[src/rtl/imm_ext_id_ex_reg.sv]
// ID->EX pipeline register for the immediate/operand path: captures the instruction, operands and extended immediate.
// Optional saturating stall/flush performance counters are built when IMM_PERF_CNT_EN is defined.
module imm_ext_id_ex_reg #(
    parameter int                DATA_W    = 16,
    parameter int                CNT_W     = 16,
    parameter logic [DATA_W-1:0] NOP_INSTR = 16'h0800
) (
    input  logic              clk,
    input  logic              rst_n,
    input  logic              in_valid,
    output logic              in_ready,
    input  logic              flush,
    input  logic [DATA_W-1:0] instr,
    input  logic [1:0]        immd_loc,
    input  logic              sign_ext,
    input  logic [DATA_W-1:0] rs_data,
    input  logic [DATA_W-1:0] rt_data,
    output logic              out_valid,
    input  logic              out_ready,
    output logic [DATA_W-1:0] out_instr,
    output logic [DATA_W-1:0] out_imm,
    output logic [DATA_W-1:0] out_rs,
    output logic [DATA_W-1:0] out_rt,
    output logic [CNT_W-1:0]  stall_cnt,
    output logic [CNT_W-1:0]  flush_cnt
);

    // The single-bit field is treated as a flag and is never sign-extended.
    function automatic logic [DATA_W-1:0] extImm(
        input logic [DATA_W-1:0] ins,
        input logic [1:0]        loc,
        input logic              sext
    );
        logic [DATA_W-1:0] res;
        res = {DATA_W{1'b0}};
        case (loc)
            2'b00:   res = {{(DATA_W-5){sext & ins[4]}}, ins[4:0]};
            2'b01:   res = {{(DATA_W-8){sext & ins[7]}}, ins[7:0]};
            2'b10:   res = {{(DATA_W-11){sext & ins[10]}}, ins[10:0]};
            2'b11:   res = {{(DATA_W-1){1'b0}}, ins[0]};
            default: res = {DATA_W{1'b0}};
        endcase
        return res;
    endfunction

    logic              outValid_r;
    logic [DATA_W-1:0] outInstr_r;
    logic [DATA_W-1:0] outImm_r;
    logic [DATA_W-1:0] outRs_r;
    logic [DATA_W-1:0] outRt_r;

    logic              nextValid_s;
    logic [DATA_W-1:0] nextInstr_s;
    logic [DATA_W-1:0] nextImm_s;
    logic [DATA_W-1:0] nextRs_s;
    logic [DATA_W-1:0] nextRt_s;
    logic              inReady_s;

    assign inReady_s = !outValid_r || out_ready;
    assign in_ready  = inReady_s;

    // Next slot contents: flush beats load, load beats drain, otherwise hold.
    always_comb begin
        nextValid_s = outValid_r;
        nextInstr_s = outInstr_r;
        nextImm_s   = outImm_r;
        nextRs_s    = outRs_r;
        nextRt_s    = outRt_r;
        if (flush) begin
            nextValid_s = 1'b0;
            nextInstr_s = NOP_INSTR;
            nextImm_s   = {DATA_W{1'b0}};
        end else if (in_valid && inReady_s) begin
            nextValid_s = 1'b1;
            nextInstr_s = instr;
            nextImm_s   = extImm(instr, immd_loc, sign_ext);
            nextRs_s    = rs_data;
            nextRt_s    = rt_data;
        end else if (out_ready) begin
            nextValid_s = 1'b0;
            nextInstr_s = NOP_INSTR;
        end else begin
            nextValid_s = outValid_r;
            nextInstr_s = outInstr_r;
        end
    end

    // Slot register with synchronous active-low reset.
    always_ff @(posedge clk) begin
        if (!rst_n) begin
            outValid_r <= 1'b0;
            outInstr_r <= NOP_INSTR;
            outImm_r   <= {DATA_W{1'b0}};
            outRs_r    <= {DATA_W{1'b0}};
            outRt_r    <= {DATA_W{1'b0}};
        end else begin
            outValid_r <= nextValid_s;
            outInstr_r <= nextInstr_s;
            outImm_r   <= nextImm_s;
            outRs_r    <= nextRs_s;
            outRt_r    <= nextRt_s;
        end
    end

    assign out_valid = outValid_r;
    assign out_instr = outInstr_r;
    assign out_imm   = outImm_r;
    assign out_rs    = outRs_r;
    assign out_rt    = outRt_r;

`ifdef IMM_PERF_CNT_EN
    logic [CNT_W-1:0] stallCnt_r;
    logic [CNT_W-1:0] flushCnt_r;

    // Saturating counters; only reset clears them.
    always_ff @(posedge clk) begin
        if (!rst_n) begin
            stallCnt_r <= {CNT_W{1'b0}};
            flushCnt_r <= {CNT_W{1'b0}};
        end else begin
            if (outValid_r && !out_ready && (stallCnt_r != {CNT_W{1'b1}})) begin
                stallCnt_r <= stallCnt_r + {{(CNT_W-1){1'b0}}, 1'b1};
            end else begin
                stallCnt_r <= stallCnt_r;
            end
            if (flush && outValid_r && (flushCnt_r != {CNT_W{1'b1}})) begin
                flushCnt_r <= flushCnt_r + {{(CNT_W-1){1'b0}}, 1'b1};
            end else begin
                flushCnt_r <= flushCnt_r;
            end
        end
    end

    assign stall_cnt = stallCnt_r;
    assign flush_cnt = flushCnt_r;
`else
    assign stall_cnt = {CNT_W{1'b0}};
    assign flush_cnt = {CNT_W{1'b0}};
`endif

endmodule

[config.mk]
export PLATFORM = sky130hd
export DESIGN_NAME = imm_ext_id_ex_reg
export DESIGN_NICKNAME = d
export VERILOG_FILES = /design/src/rtl/imm_ext_id_ex_reg.sv
export SDC_FILE = /design/constraint.sdc
export NUM_CORES = 1
export LEC_CHECK = 0
export ABC_AREA = 0
export CORE_MARGIN = 4
export CORE_UTILIZATION = 32
export CTS_BUF_LIST = sky130_fd_sc_hd__clkbuf_8
export CTS_CLUSTER_DIAMETER = 50
export CTS_CLUSTER_SIZE = 16
export DETAILED_ROUTE_END_ITERATION = 12
export DONT_BUFFER_PORTS = 1
export GPL_TIMING_DRIVEN = 0
export HOLD_SLACK_MARGIN = 0.02
export PLACE_DENSITY_LB_ADDON = 0.05
export RECOVER_POWER = 100
export SKIP_LAST_GASP = 1
export SLEW_MARGIN = 20
export SYNTH_ARGS = -nofsm -noshare
export SYNTH_HDL_FRONTEND = slang
export SYNTH_SLANG_ARGS = --single-unit
[constraint.sdc]
create_clock -name clk -period 2.78 [get_ports clk]
set_input_delay 0.278 -clock clk [delete_from_list [all_inputs] [get_ports clk]]
set_output_delay 0.278 -clock clk [all_outputs]
set_load 0.02 [all_outputs]
Word level (Yosys, flattened, before mapping)

Cells that the tools add are included.

Flip-flop bits (word level): 65
Input bits: 56
Output and inout port bits: 98
Word-level logic and storage cells: 25

Eq/ne operators: 3
Multiplexer cells: 5
Bitwise gates (word level): 5
Reduce and logical (&&, ||, !) cells: 7

Operator list:

| kind                 | count |
|---|---|
| $pmux W16 S4         | 1 |
| $mux W16             | 2 |
| $eq A2 B2 Y1 const B | 2 |
| $and A1 B1 Y1        | 3 |
| $eq A2 B1 Y1 const B | 1 |
| $logic_not A2 Y1     | 1 |
| $mux W1              | 2 |
| $not A1 Y1           | 2 |
| $reduce_and A2 Y1    | 1 |
| $reduce_bool A2 Y1   | 1 |
| $reduce_or A2 Y1     | 1 |
| $logic_and A1 B1 Y1  | 1 |
| $logic_not A1 Y1     | 1 |
| $logic_or A1 B1 Y1   | 1 |

Logic depth before layout (Yosys ltp)

Gate-level depths: netlist of the first run.

Depth after elaboration: 4
Mapped depth: 7
Mapped depth without buffers: 4

Worst setup path before layout of the first run

Ideal clock, no wire load.

Path type: register -> output
Start point: reg outValid_r (netlist: out_valid)
End point: out in_ready
Arrival: 1.186 ns
Data required time: 2.502 ns
Slack: 1.316 ns
Cell stages (with the launch flop): 6
Buffers on the path: 3
Cells stage by stage: dfxtp_1 -> nor2b_1 -> buf_4 -> inv_2 -> buf_4 -> buf_4

Cells in the longest elaborated chain, start to end: 2

RTL lines:

| item                     | RTL line | RTL |
|---|---|---|
| start: declaration       | 46       | `logic outValid_r;` |
| start signal: assignment | 97       | `outValid_r <= nextValid_s;` |
| $logic_not A1 Y1         | 59       | `assign inReady_s = !outValid_r \|\| out_ready;` |
| $logic_or A1 B1 Y1       | 59       |  |
| end: declaration         | 11       | `output logic in_ready,` |

No other way between the ends.

Worst setup path in the final report of the first run

Start point: reg outValid_r (netlist: out_valid)
End point: reg outRt_r[1] (netlist: out_rt[1])

Cells in the longest elaborated chain, start to end: 4

RTL lines:

| item                        | RTL line | RTL |
|---|---|---|
| $logic_not A1 Y1            | 59       |  |
| $logic_or A1 B1 Y1          | 59       |  |
| $logic_and A1 B1 Y1         | 73       | `end else if (in_valid && inReady_s) begin` |
| $reduce_and A2 Y1 (no line) | --       |  |
| end signal: assignment      | 95       | `outRt_r <= {DATA_W{1'b0}};` |
| end signal: assignment      | 101      | `outRt_r <= nextRt_s;` |
| end: declaration            | 50       | `logic [DATA_W-1:0] outRt_r;` |

No other way between the ends.
A chain may end at the register's enable or synchronous reset.

==> metrics.md, run 1 <==
| Metric | Value |
|---|---|
| FP Rows | `33` |
| Worst Setup End Kind | `flop` |
| DRC | `0` |
| Die width | `between 100 and 150 um` |
| Period minus WS final | `~2.2 ns` |
| Max transition margin | `0.363` |
| Root Driver | `clkbuf_8` |
| Simple-Gate Fraction of Synth Area | `0.153` |
| Fillers | `between 800 and 900` |
| Fmax | `roughly 450 MHz` |
| Final Max Slew Viols | `0` |
| Commonest non-fill, non-tap cell in the layout | `nand2_1` |
| Via density | `approximately 4.7` |
| Cell Area, Synth | `~2800 um2` |
| Placed Cells | `between 400 and 500` |
| DRT Pass-1 Iters | `4` |
| Drt total wl | `between 7 and 8 mm` |
| Sum Neg Setup Slack | `0 ns` |
| Antenna Diode Count | `0` |
| Compound-Gate Fraction of Synth Area | `0.132` |
| Remaining antenna violation count | `0` |
| Setup Buffers After CTS | `0` |
| Register area share after synthesis | `0.442` |
| Worst VDD drop | `approximately 0.24 mV` |
| Global-route usage over all layers | `0.150` |
| GPL Wtd Cong | `0.746` |
| Share of cells above drive strength 1 | `0.157` |
| Cts bufs inserted | `9` |
| CTS tree | `built` |
| Hold path depth | `2` |
| Non-Filler Instances | `about 470` |
| Critical Path RT | `3.04 ns` |
| Mux contribution to synthesized area | `0.120` |
| Clock latency on the worst-skew pair | `~0.34 ns` |
| I/O Pins | `~150` |
| Die footprint | `a little over 10000 um2` |
| Port Buffers | `0` |
| RSZ-0062 raised after global routing | `no` |
| Clk_skew | `approximately 0.010 ns` |
| Post-cts resize count | `0` |
| Slowest cell delay on critical path | `about 0.77 ns` |
| Fin worst setup slack | `0.565 ns` |
| Fin Hold WS | `~0.076 ns` |
| HPWL Detailed | `~5.7 mm` |
| Tcrit/Tclk final | `0.797` |
| EDFF count, synth | `0` |
| Dpl ws | `approximately 1.1 ns` |
| Most frequent cells in the layout | `nand2_1, dfxtp_1, buf_4` |
| Nets | `413` |
| Pwr Density | `679 nW/um2` |
| Largest family of logic cells by synthesized area | `simple AND/OR/NAND/NOR gates` |
| Gr ovfl total | `0` |
| XOR/XNOR Fraction of Synth Area | `0.00317` |
| Critical path's slowest cell | `nor3_1` |
| Initial antenna violation count | `0` |
| Hold Path Class | `in -> reg` |
| Ys flop type | `dfxtp_1` |
| Reg2reg path depth | `5` |
| Seq cells post-synth | `61` |
| Area Overhead vs Synth | `16.8%` |
| Worst path arrival time | `approximately 2.5 ns` |
| DRT iter0 DRCs | `82` |
| CP cell instances | `nor2b_1, clkbuf_1, nor3_1, buf_6, mux2i_1` |
| Initial core utilization | `0.333` |
| Total Power | `approximately 2200 uW` |
| Largest net degree at the start of global routing | `12` |
| Adder-Cell Fraction of Synth Area | `0` |
| Routed WL per cell | `around 16 um` |
| P_leak | `roughly 0.0013 uW` |
| Htree depth | `3` |
| CTS hold repair buffers | `0` |
| First-pass GRT wire length | `approximately 12 mm` |
| CTS sink cnt | `just over 60` |
| Yosys cell types | `28` |
| Final Hold Vio Count | `0` |
| Setup-failing EPs final | `0` |
| Synth async-reset ratio | `0` |
| Die Span Y | `101 um` |
| Crit Path Class | `reg -> reg` |
| Run status | `finished clean` |
| Post-Synthesis Cells | `approximately 320` |
| Vias in the first global route | `approximately 2200` |
| Max-cap viol count | `0` |
| Clk buf depth | `2` |
| Synth warn | `0` |
| Crit-path max FO | `10` |
| Startpoint Class | `flop` |
| Slew @ Worst Pin | `0.949 ns` |
| Detailed-route via count | `roughly 2200` |
| Post-Syn Area per Cell | `about 9 um2` |
| Total core area | `8300 um2` |
| Clock slew at reported path FFs | `~0.070 ns` |
-- per-layer routing --
metal / track usage / routed length [um]
met5: 0 / 0
met4: 0.0404 / 58
met3: 0.0803 / 1050
met2: 0.236 / 3600
met1: 0.179 / 2920
-- worst max-delay path, delay by kind of cell, from the launching register on --
kind                   cells  cell delay [ns]
AND/OR/NAND/NOR            2             0.98
buffers and inverters      2             0.48
flip-flops                 1             0.46
multiplexers               1             0.22
-- path summary, 6_finish.rpt --
kind	from	endpoint	slack [ns]
max	out_valid$_SDFFE_PP0P_	out_rt[1]$_SDFFE_PN0P_	0.56
min	rs_data[1]	out_rs[1]$_SDFFE_PN0P_	0.08
max reg2reg	out_valid$_SDFFE_PP0P_	out_rt[1]$_SDFFE_PN0P_	0.56
min reg2reg	out_rs[3]$_SDFFE_PN0P_	out_rs[3]$_SDFFE_PN0P_	0.56
-- stage by stage --
step	utilization	instance area, um2
after floorplan	-	2880
after global placement	0.362	3010
after global routing	0.389	3220
after detailed placement	0.362	3010
final	0.389	3220
after CTS	0.392	3260
-- state kept, by name (all words and copies together), names as in the netlist --
name,count
out_imm,12
out_instr,16
out_rs,16
out_rt,16
out_valid,1
-- logic make-up (layout without fill, tap and decap cells) --
kind of cell    count (synthesis)  count (layout)
compound gates                 60              60
xor+xnor                        1               1
buf+inv                        63              79
flops                          61              61
mux                            33              33
other cells                     1              32
simple gates                   96              96
-- layout make-up --
| cell class | instances | area, um2 | share of cell area |
|---|---|---|---|
| clock inverter | 6 | 110 | 0.0341 |
| multi-input combinational | 222 | 1240 | 0.383 |
| sequential | 61 | 1220 | 0.379 |
| inverter | 3 | 11.3 | 0.00349 |
| buffer | 60 | 377 | 0.117 |
| clock buffer | 10 | 138 | 0.0427 |
| tap | 105 | 131 | 0.0407 |
-- power by group --
group / leakage, uW / switching [uW] / internal [uW] / total [uW]
Sequential: 0.000498 / 74.9 / 912 / 987
Clock: 0.000119 / 357 / 618 / 975
Combinational: 0.000687 / 139 / 86.2 / 226
-- cell usage after synthesis (2+ instances only) --
cell	count	area, um2
o21ai_0	5	25.0
inv_2	2	7.51
nand2_1	68	255
buf_4	39	293
o211ai_1	15	113
nor2b_1	2	12.5
mux2i_1	32	320
buf_1	3	11.3
nand4_1	4	25.0
a21oi_1	31	155
dfxtp_1	61	1220
a211oi_1	4	30.0
a311oi_1	4	35.0
buf_6	3	33.8
nand3_1	16	80.1
buf_2	2	10.0
clkbuf_1	13	48.8
Note: power is estimated with default switching activity, not from simulation.
==> inputs of run 2 (changes only) <==
==> constraint.sdc (replaced) <==
create_clock -name clk -period 1.8 [get_ports clk]
set_input_delay 0.18 -clock clk [delete_from_list [all_inputs] [get_ports clk]]
set_output_delay 0.18 -clock clk [all_outputs]
set_load 0.02 [all_outputs]
==> metrics.md, run 2 (synthesized netlist as in run 1, its figures left out) <==
| Metric | Value |
|---|---|
| Run status | `finished clean` |
| Period minus WS final | `1.70 ns` |
| Critical Path RT | `1.62 ns` |
| Total core area | `between 8000 and 9000 um2` |
| Detailed-route via count | `around 2400` |
| Worst path arrival time | `between 1.5 and 2 ns` |
| Commonest non-fill, non-tap cell in the layout | `nand2_1` |
| GPL Wtd Cong | `roughly 0.75` |
| Clk_skew | `0.0102 ns` |
| Worst Setup End Kind | `primary output` |
| Hold path depth | `2` |
| Hold Path Class | `in -> reg` |
| Slew @ Worst Pin | `0.540 ns` |
| Max-cap viol count | `0` |
| Crit Path Class | `reg -> out` |
| Fmax | `between 500 and 600 MHz` |
| Final Max Slew Viols | `0` |
| Port Buffers | `0` |
| Setup slack, reg-to-reg | `~0.26 ns` |
| WL met1 | `3.30 mm` |
| HP Start | `instr[10]` |
| Antenna Diode Count | `0` |
| Vias in the first global route | `between 2000 and 2500` |
| Crit-path max FO | `10` |
| Gr ovfl total | `0` |
| FP Rows | `33` |
| DRC | `0` |
| Final Hold Vio Count | `0` |
| DRT Pass-1 Iters | `5` |
| Initial core utilization | `0.333` |
| DRT iter0 DRCs | `60` |
| R2r endpoint | `out_imm[0]$_SDFFE_PP0P_` |
| CTS sink cnt | `61` |
| Tcrit/Tclk final | `0.942` |
| Worst VDD drop | `roughly 0.37 mV` |
| Clock latency on the worst-skew pair | `0.34 ns` |
| Die footprint | `slightly above 10000 um2` |
| Global-route usage over all layers | `0.161` |
| HPWL Detailed | `about 5.7 mm` |
| Via density | `approximately 4.6` |
| Die width | `between 100 and 150 um` |
| Met3 WL post-DR | `868 um` |
| Share of cells above drive strength 1 | `0.146` |
| Root Driver | `clkbuf_8` |
| First-pass GRT wire length | `12.8 mm` |
| Nets | `~460` |
| End of the critical path | `in_ready` |
| Met2 wire len | `3.86 mm` |
| Setup Buffers After CTS | `0` |
| Clk buf depth | `2` |
| Initial antenna violation count | `0` |
| Pwr Density | `about 930 nW/um2` |
| I/O Pins | `between 150 and 200` |
| Setup-failing EPs final | `0` |
| Largest net degree at the start of global routing | `12` |
| Final core occ | `0.451` |
| Htree depth | `3` |
| Reg2reg path depth | `6` |
| P_leak | `0.00152 uW` |
| Area Overhead vs Synth | `35.6%` |
| Most frequent cells in the layout | `nand2_1, dfxtp_1, dlygate4sd3_1` |
| Max transition margin | `0.640` |
| Dpl ws | `between 0.09 and 0.1 ns` |
| Sum Neg Setup Slack | `0 ns` |
| Cts bufs inserted | `9` |
| Startpoint Class | `flop` |
| Drt total wl | `approximately 8 mm` |
| CTS tree | `built` |
| DR top layer | `met4` |
| Fin worst setup slack | `0.104 ns` |
| Die Span Y | `roughly 100 um` |
| Critical path origin | `out_valid$_SDFFE_PP0P_` |
| Routed WL per cell | `between 15 and 20 um` |
| Fillers | `around 830` |
| Clock slew at reported path FFs | `around 0.070 ns` |
| RSZ-0062 raised after global routing | `no` |
| Remaining antenna violation count | `0` |
| Reg2reg start | `out_valid$_SDFFE_PP0P_` |
run 2: report_power, final:
part           switching (uW)  leakage, uW  internal [uW]
sequential                116     0.000499           1410
combinational             239     0.000903            206
clock                     549     0.000119            955
total                     905      0.00152           2570
run 2: cell type report:
cell class	instances	area, um2	area share
inverters	3	11.3	0.00301
clock buffers	10	138	0.0368
repair buffers	50	500	0.134
plain buffers	60	380	0.102
well taps	105	131	0.0351
flip-flops and latches	61	1220	0.327
multi-input cells	222	1250	0.333
clock inverters	6	110	0.0294
run 2: routing by layer:
layer | vias up | GRT usage
met5 | - | 0
met4 | 0 | 0.0404
met3 | 7 | 0.0713
met2 | 98 | 0.265
met1 | 1067 | 0.191
li1 | 1197 | -
run 2: worst max-delay path, cell delays in order (launching register included):
cell	delay (ns)
dfxtp_4	0.44
nor2b_1	0.15
buf_4	0.18
inv_2	0.04
buf_4	0.17
buf_4	0.20
run 2: worst min path at each step:
stage               slack [ns]                        to
CTS                       0.03  out_imm[14]$_SDFFE_PP0P_
floorplan                 0.32    out_rs[0]$_SDFFE_PN0P_
finish                    0.05  out_imm[14]$_SDFFE_PP0P_
detailed placement        0.33    out_rt[4]$_SDFFE_PN0P_
global placement          0.32    out_rt[9]$_SDFFE_PN0P_
global route              0.05   out_rt[15]$_SDFFE_PN0P_
run 2: per-stage QoR:
| stage | cells | power (uW) | hold slack [ns] | instance area (um2) |
|---|---|---|---|---|
| after global routing | 517 | 3630 | 0.0465 | 3740 |
| after global placement | 451 | 1910 | 0.324 | 3010 |
| after CTS | 517 | 3540 | 0.0276 | 3760 |
| final | 517 | 3470 | 0.0466 | 3740 |
| after detailed placement | 451 | 1910 | 0.330 | 3010 |
| after floorplan | 346 | 1840 | 0.322 | 2880 |
run 2: timing repair:
action                                 in CTS  in global routing
setup endpoints to repair                   1                  1
pin swaps                                   0                  0
hold buffers                               50                  0
endpoints found under the hold margin      57                  0
resized for setup                           1                  1
==> inputs of run 3 (changes only) <==
--- a/config.mk
+++ b/config.mk
@@ -18,7 +18,7 @@
 export PLACE_DENSITY_LB_ADDON = 0.05
 export RECOVER_POWER = 100
 export SKIP_LAST_GASP = 1
-export SLEW_MARGIN = 20
+export SLEW_MARGIN = 15
 export SYNTH_ARGS = -nofsm -noshare
 export SYNTH_HDL_FRONTEND = slang
 export SYNTH_SLANG_ARGS = --single-unit
==> results of run 3 <==
No change in the layout: final DEF, timing and power equal those of run 2.
